## src/rtl/mmio_bus_controller.sv

```systemverilog
// Table-driven MMIO decoder with registered request/ack handshake toward slaves,
// wait-state support, and sticky bus-error status for unmapped or timed-out accesses.
//
// state  | meaning
// IDLE   | waiting for MemRead/MemWrite, decodes the address on request
// ACCESS | channel selected, waiting for the selected slave's ack or timeout
// DONE   | Ready pulse, read data valid on DataOut
// ERR    | Ready + BusErr pulse, ErrAddr/ErrCount updated
module mmio_bus_controller #(
    parameter int N_CH           = 4,
    parameter int ADDR_LENGTH    = 32,
    parameter int DATA_LENGTH    = 32,
    parameter logic [N_CH*ADDR_LENGTH-1:0] CH_BASE =
        {32'h1003_0000, 32'h1002_0000, 32'h0040_0000, 32'h1001_0000},
    parameter logic [N_CH*ADDR_LENGTH-1:0] CH_MASK =
        {32'hFFFF_FFF0, 32'hFFFF_FFF0, 32'hFFFF_F000, 32'hFFFF_F000},
    parameter int TIMEOUT_CYCLES = 15
) (
    input  logic                        clk,
    input  logic                        rst,
    input  logic                        MemRead,
    input  logic                        MemWrite,
    input  logic [ADDR_LENGTH-1:0]      AddrIn,
    input  logic [DATA_LENGTH-1:0]      DataIn,
    output logic [DATA_LENGTH-1:0]      DataOut,
    output logic                        Ready,
    output logic                        BusErr,
    output logic [ADDR_LENGTH-1:0]      ErrAddr,
    output logic [7:0]                  ErrCount,
    output logic [ADDR_LENGTH-1:0]      AddrOut,
    output logic [DATA_LENGTH-1:0]      DataOutCh,
    output logic                        WriteCh,
    output logic [N_CH-1:0]             Select,
    input  logic [N_CH*DATA_LENGTH-1:0] DataInCh,
    input  logic [N_CH-1:0]             AckCh
);

    localparam int CNT_W = (TIMEOUT_CYCLES > 0) ? $clog2(TIMEOUT_CYCLES + 1) : 1;
    localparam logic [CNT_W-1:0] TMO_LIM = CNT_W'(TIMEOUT_CYCLES);

    typedef enum logic [1:0] {IDLE, ACCESS, DONE, ERR} state_t;

    state_t                 state;
    logic [CNT_W-1:0]       tmo_cnt;
    logic [CNT_W-1:0]       tmo_nxt;
    logic                   tmo_hit;
    logic [ADDR_LENGTH-1:0] addr_full;
    logic [N_CH-1:0]        hit_vec;
    logic                   hit_found;
    logic [ADDR_LENGTH-1:0] hit_offset;
    logic [DATA_LENGTH-1:0] rd_mux;
    logic                   ack_sel;
    logic [7:0]             err_cnt_nxt;

    // Lowest matching index wins when windows overlap.
    always_comb begin
        hit_vec    = '0;
        hit_found  = 1'b0;
        hit_offset = '0;
        for (int i = 0; i < N_CH; i++) begin
            if (!hit_found &&
                ((AddrIn & CH_MASK[ADDR_LENGTH*i +: ADDR_LENGTH]) ==
                 CH_BASE[ADDR_LENGTH*i +: ADDR_LENGTH])) begin
                hit_vec[i] = 1'b1;
                hit_found  = 1'b1;
                hit_offset = AddrIn & ~CH_MASK[ADDR_LENGTH*i +: ADDR_LENGTH];
            end
        end
    end

    always_comb begin
        rd_mux = '0;
        for (int i = 0; i < N_CH; i++) begin
            if (Select[i]) begin
                rd_mux = rd_mux | DataInCh[DATA_LENGTH*i +: DATA_LENGTH];
            end
        end
    end

    assign ack_sel     = |(AckCh & Select);
    assign tmo_nxt     = tmo_cnt + 1'b1;
    assign tmo_hit     = (TIMEOUT_CYCLES > 0) && (tmo_nxt == TMO_LIM);
    assign err_cnt_nxt = (ErrCount == 8'hFF) ? ErrCount : ErrCount + 8'd1;

    always_ff @(posedge clk or negedge rst) begin
        if (!rst) begin
            state     <= IDLE;
            tmo_cnt   <= '0;
            addr_full <= '0;
            DataOut   <= '0;
            Ready     <= 1'b0;
            BusErr    <= 1'b0;
            ErrAddr   <= '0;
            ErrCount  <= '0;
            AddrOut   <= '0;
            DataOutCh <= '0;
            WriteCh   <= 1'b0;
            Select    <= '0;
        end else begin
            case (state)
                IDLE: begin
                    Ready  <= 1'b0;
                    BusErr <= 1'b0;
                    if (MemRead || MemWrite) begin
                        addr_full <= AddrIn;
                        if (hit_found) begin
                            Select    <= hit_vec;
                            AddrOut   <= hit_offset;
                            DataOutCh <= DataIn;
                            WriteCh   <= MemWrite;
                            tmo_cnt   <= '0;
                            state     <= ACCESS;
                        end else begin
                            Ready    <= 1'b1;
                            BusErr   <= 1'b1;
                            DataOut  <= '0;
                            ErrAddr  <= AddrIn;
                            ErrCount <= err_cnt_nxt;
                            state    <= ERR;
                        end
                    end
                end
                ACCESS: begin
                    // An ack in the final allowed cycle beats the timeout.
                    if (ack_sel) begin
                        DataOut <= WriteCh ? '0 : rd_mux;
                        Select  <= '0;
                        WriteCh <= 1'b0;
                        Ready   <= 1'b1;
                        state   <= DONE;
                    end else if (tmo_hit) begin
                        DataOut  <= '0;
                        Select   <= '0;
                        WriteCh  <= 1'b0;
                        Ready    <= 1'b1;
                        BusErr   <= 1'b1;
                        ErrAddr  <= addr_full;
                        ErrCount <= err_cnt_nxt;
                        state    <= ERR;
                    end else begin
                        tmo_cnt <= tmo_nxt;
                    end
                end
                DONE, ERR: begin
                    Ready  <= 1'b0;
                    BusErr <= 1'b0;
                    state  <= IDLE;
                end
                default: state <= IDLE;
            endcase
        end
    end

endmodule

```

## config.mk

```make
export PLATFORM = sky130hd
export DESIGN_NAME = mmio_bus_controller
export DESIGN_NICKNAME = d
export VERILOG_FILES = /design/src/rtl/mmio_bus_controller.sv
export SDC_FILE = /design/constraint.sdc
export NUM_CORES = 1
export LEC_CHECK = 0
export CAP_MARGIN = 20
export CORE_MARGIN = 2
export CORE_UTILIZATION = 46
export CTS_BUF_LIST = sky130_fd_sc_hd__clkbuf_16
export DETAILED_ROUTE_END_ITERATION = 12
export MAX_ROUTING_LAYER = met4
export PLACE_DENSITY = 0.86
export SLEW_MARGIN = 20
export SYNTH_ARGS = -nofsm -noshare
export SYNTH_HDL_FRONTEND = slang
export SYNTH_SLANG_ARGS = --single-unit
```

## constraint.sdc

```tcl
create_clock -name clk -period 3.7 [get_ports clk]
set_clock_uncertainty 0.1 [all_clocks]
set_input_delay 0.74 -clock clk [delete_from_list [all_inputs] [get_ports clk]]
set_output_delay 0.74 -clock clk [all_outputs]
set_load 0.01 [all_outputs]
```

== Yosys cells after proc, flatten, opt, wreduce, memory -nomap -nowiden ==
Cells that the tools add are included.

* Bits in registers: 181

* Mux-type cells: 59
* $add $sub $neg: 2
* Equal/unequal tests: 16
* Bitwise logic cells: 4
* Reductions and logical operators: 19

{| class="wikitable"
|+ Operators by type and width
! cell !! number
|-
| 2-to-1 mux 32 bit || 13
|-
| one-hot mux 32 bit (2 select lines) || 2
|-
| OR 32 bit || 3
|-
| == test 28 x 25 -> 1 bit, second input constant || 2
|-
| 2-to-1 mux 12 bit || 4
|-
| 2-to-1 mux 8 bit || 5
|-
| 2-to-1 mux 4 bit || 8
|-
| == test 20 x 11 -> 1 bit, second input constant || 1
|-
| == test 20 x 17 -> 1 bit, second input constant || 1
|-
| 2-to-1 mux 1 bit || 16
|-
| one-hot mux 4 bit (2 select lines) || 2
|-
| one-hot mux 8 bit (2 select lines) || 1
|-
| inequality test 2 bit, second input constant || 6
|-
| AND reduction 5 bit || 2
|-
| adder 8 x 1 -> 8 bit, second input constant || 1
|-
| == test 8 bit, second input constant || 1
|-
| 2-to-1 mux 2 bit || 4
|-
| AND reduction 4 bit || 2
|-
| one-hot mux 1 bit (3 select lines) || 2
|-
| one-hot mux 2 bit (3 select lines) || 1
|-
| AND reduction 2 bit || 3
|-
| adder 4 x 1 -> 4 bit, second input constant || 1
|-
| bitwise AND 4 bit || 1
|-
| == test 2 bit, second input constant || 2
|-
| 12 further kinds || 16
|}

== Logic depth before layout (Yosys ltp) ==
* Depth in word-level cells: 14
* Mapped depth: 8
* Mapped depth without buffers: 6

== Least setup slack after synthesis ==
OpenSTA, ideal clock, no wires.

* Path type: input port to flip-flop
* Start: input AddrIn[29]
* End: register ErrAddr[10]
* Path buffers: 2
* Slack: 1,242 ps
* Stages: 7
* Data required time: 3,475 ps
* Setup time: 125 ps
* Arrival: 2,233 ps
* Path through: nor4_1 > nand4_1 > a22o_1 > buf_2 > nor2_4 > buf_6 > mux2_4

* Cells in the longest elaborated chain, start to end: 13
* Elaborated cells between the ends (all ways): 16
* Those cells by class: eq/ne: 5; mux: 4; reduce/logical: 7

{| class="wikitable"
|+ Ends and longest elaborated chain
! item !! RTL line !! source
|-
| from (decl) || 23 || <nowiki>input logic [ADDR_LENGTH-1:0] AddrIn,</nowiki>
|-
| == test 20 x 17 -> 1 bit || 62 || <nowiki>((AddrIn & CH_MASK[ADDR_LENGTH*i +: ADDR_LENGTH]) ==</nowiki>
|-
| 2-to-1 mux 1 bit || 61 || <nowiki>if (!hit_found &&</nowiki>
|-
| logical NOT 1 bit || 61 ||
|-
| logical AND 1 bit || 61 ||
|-
| 2-to-1 mux 1 bit || 61 ||
|-
| logical NOT 1 bit || 61 ||
|-
| logical AND 1 bit || 61 ||
|-
| 2-to-1 mux 1 bit || 61 ||
|-
| logical NOT 1 bit || 61 ||
|-
| logical AND 1 bit || 61 ||
|-
| 2-to-1 mux 1 bit * || 61 ||
|-
| inequality test 2 bit (no source line) * || - ||
|-
| AND reduction 5 bit (no source line) * || - ||
|-
| to (signal assigned) || 117 || <nowiki>ErrAddr <= AddrIn;</nowiki>
|-
| to (signal assigned) || 137 || <nowiki>ErrAddr <= addr_full;</nowiki>
|-
| to (decl) || 28 || <nowiki>output logic [ADDR_LENGTH-1:0] ErrAddr,</nowiki>
|}

Mark *: on every way between the ends. The rest lies on a longest branch, timed or not.
A chain may end at the register's enable or synchronous reset.

== Final worst setup path ==
* Start: input AddrIn[18]
* End: register ErrAddr[31]

The elaborated chain is that of the path after synthesis.

==> run metrics <==
Syn Area/Cell 11.2 µm²; placement-stage cell area 0.0112 mm²; Startpoint Class primary input; layout cell share with drive strength beyond 1 15.8%; I/O Pins 343; GP Congestion 0.855; CP Class in -> reg; vias 6854; DR vias/cell 5.49; number of buffers created by CTS 17; Post-DRT Antenna Nets 0; Core Footprint 0.0166 mm²; arrival time worst endpoint 3.26 ns; clock slew seen by the registers of the worst setup and hold paths 0.06 ns; WL/cell 19.8 µm; # Post-CTS Setup Buffers 0; number of global-route vias before repair 7104; final setup fails 0; Max Slew Vio Count 0; H-tree depth 4; commonest cells after routing, fill and taps aside 321 x clkdlybuf4s50_1, 178 x nand2_1, 161 x dfrtp_1, 70 x mux2_2, 47 x a22o_1; Peak VDD IR 0.442 mV; Hold/Removal Path Class in -> async; worst slack at placement 0.196 ns; Slowest Stage Delay on Critical Path 0.45 ns; Hold Fails Final Rpt 0; CTS tree done; largest net degree at the start of global routing 87; Synth cell types 51; Slew @ Worst Pin 0.828 ns; CP Max Fanout 15; f_max 0.327 GHz; nets@finish 1217; die height 135 µm; Cell Pwr Density 591 mW/mm²; status complete, no violations; final instance area 0.0118 mm²; slowest CP cell clkdlybuf4s50_1; Slew HR 44.8%; die footprint 0.0182 mm²; setup ws final 0.641 ns; Total GRT Usage 28.0%; # clock sinks 161; Post-CTS Resized 0; minimum clock period 3.06 ns; register bit count reported by yosys 161; grt ovf 0; CP endpoint kind register; starting density of the core 47.3%; most common cell after layout, fill and taps aside clkdlybuf4s50_1; Post-CTS Hold Fix Bufs 0; Root Buffer Master clkbuf_16; Starting DRT DRC Count 407; Max-Cap Viols 0; router iterations before antenna repair 7; CTS Buffer Depth 2; initial antenna violation count 1; DIE WIDTH 135 µm; detailed placement HPWL 17700 µm; sequential fraction of the synthesis area 51.2%; asr flop ratio synth 100%; drt total wl 24700 µm; kind of cell adding the most delay to the critical path simple AND/OR/NAND/NOR gates; CP Cell Sequence clkdlybuf4s50_1 -> nor4_1 -> nand4_1 -> a22o_1 -> nor2_4 -> buf_4 -> mux2_2; Gate Count Post-Synth 705; WP buf/inv 2; Sum Neg Setup Slack 0 ns; RSZ-0062 raised after global routing no; Final period util 82.7%; DRC 0; Cell Area, Synth 0.00786 mm²; Most used DFF post-synth dfrtp_1; first-pass GRT wire length 38400 µm; port bufs 322; EDFF count, synth 0; synth warn 0; std cell rows 47; area grow syn2layout 50.2%; Clock Latency Late Sink 0.42 ns; Critical Path RT 3.90 ns; leakage power 5.15 nW
[metrics by stage]
step,hold slack (ns),utilization (%),total power (W),instances
after global placement,0.357,67.5,0.00518,1215
final,0.259,71.0,0.00699,1248
after detailed placement,0.363,67.5,0.00526,1215
after global routing,0.331,71.0,0.00738,1248
after CTS,0.317,71.0,0.00702,1247
after floorplan,0.344,-,0.00416,724
[layout make-up]
type | instances | area, µm²
tap | 220 | 275
inverter | 4 | 15.0
multi-input combinational | 490 | 3540
fill | 1227 | 4830
clock inverter | 15 | 144
timing repair buffer | 340 | 3380
sequential | 161 | 4030
antenna | 1 | 2.50
clock buffer | 17 | 425
[registers in the layout (all words and copies together) (netlist names), 2 cells and up]
| name | cells |
|---|---|
| AddrOut | 12 |
| DataOut | 32 |
| DataOutCh | 32 |
| ErrAddr | 32 |
| ErrCount | 8 |
| Select | 4 |
| addr_full | 32 |
| state | 2 |
| tmo_cnt | 4 |
[path summary, 6_finish.rpt]
kind                                               start                        end  slack, ns  depth (start not counted)
max in group asynchronous                            rst  addr_full[11]$_DFFE_PN0P_       2.39                          2
worst max register to register     Select[1]$_DFFE_PN0P_    ErrAddr[25]$_DFFE_PN0P_       1.26                          6
worst min-delay path                                 rst  DataOutCh[12]$_DFFE_PN0P_       0.26                          1
min in group clk                addr_full[0]$_DFFE_PN0P_   addr_full[0]$_DFFE_PN0P_       0.38                          2
worst max-delay path                          AddrIn[18]    ErrAddr[31]$_DFFE_PN0P_       0.64                          7
worst min register to register  addr_full[0]$_DFFE_PN0P_   addr_full[0]$_DFFE_PN0P_       0.38                          2
[cell usage after synthesis, drive strengths merged, types with 2 or more instances]
library cell  number  area (µm²)
nor2              15        63.8
nor4b              3        32.5
a21oi              2        21.3
or3                2        17.5
o2111ai            5        43.8
a211oi             3        22.5
dfrtp            161        4030
and4bb             2        25.0
clkbuf            40         151
nor3               5        25.0
a221oi            32         280
xnor2              3        26.3
nor4               5        31.3
o221ai            32         280
nand2b             2        12.5
mux2             100        1240
ha                 3        37.5
buf               29         220
nand2            178         668
nand3              6        30.0
o21ai              7        35.0
a22o              47         412
inv                4        15.0
and3               2        12.5
[cells by family (layout without fill, tap and decap cells)]
family / Yosys count / after routing / share of synthesized area (%)
compound gates: 140 / 140 / 15.2
xor+xnor: 3 / 3 / 0.334
fa+ha+maj: 3 / 3 / 0.477
buf+inv: 73 / 376 / 4.92
flops: 161 / 161 / 51.2
mux: 100 / 100 / 15.8
other cells: 1 / 21 / 0.0477
simple gates: 224 / 224 / 12.1
[worst reg2reg max path, stage by stage, from the launching register on]
cell and delay [ns]:
dfrtp_1 0.55, a22o_1 0.34, or3_4 0.42, a21oi_4 0.28, nor2_4 0.07, buf_4 0.23, mux2_4 0.33
[report_power, final]
part           internal [W]  switching [W]  leakage, nW  total, W
combinational       0.00150        0.00125         2.77   0.00275
sequential          0.00221       0.000309         2.09   0.00251
clock              0.000949       0.000772        0.283   0.00172
total               0.00466        0.00233         5.15   0.00699
[routing by layer]
metal	track usage [%]	share of wire [%]	up-vias
met5	-	0	-
met4	8.42	2.5	0
met3	8.07	8.0	47
met2	45.4	49	257
met1	34.0	40	3383
li1	-	-	3167
(Power assumes the default switching activity.)
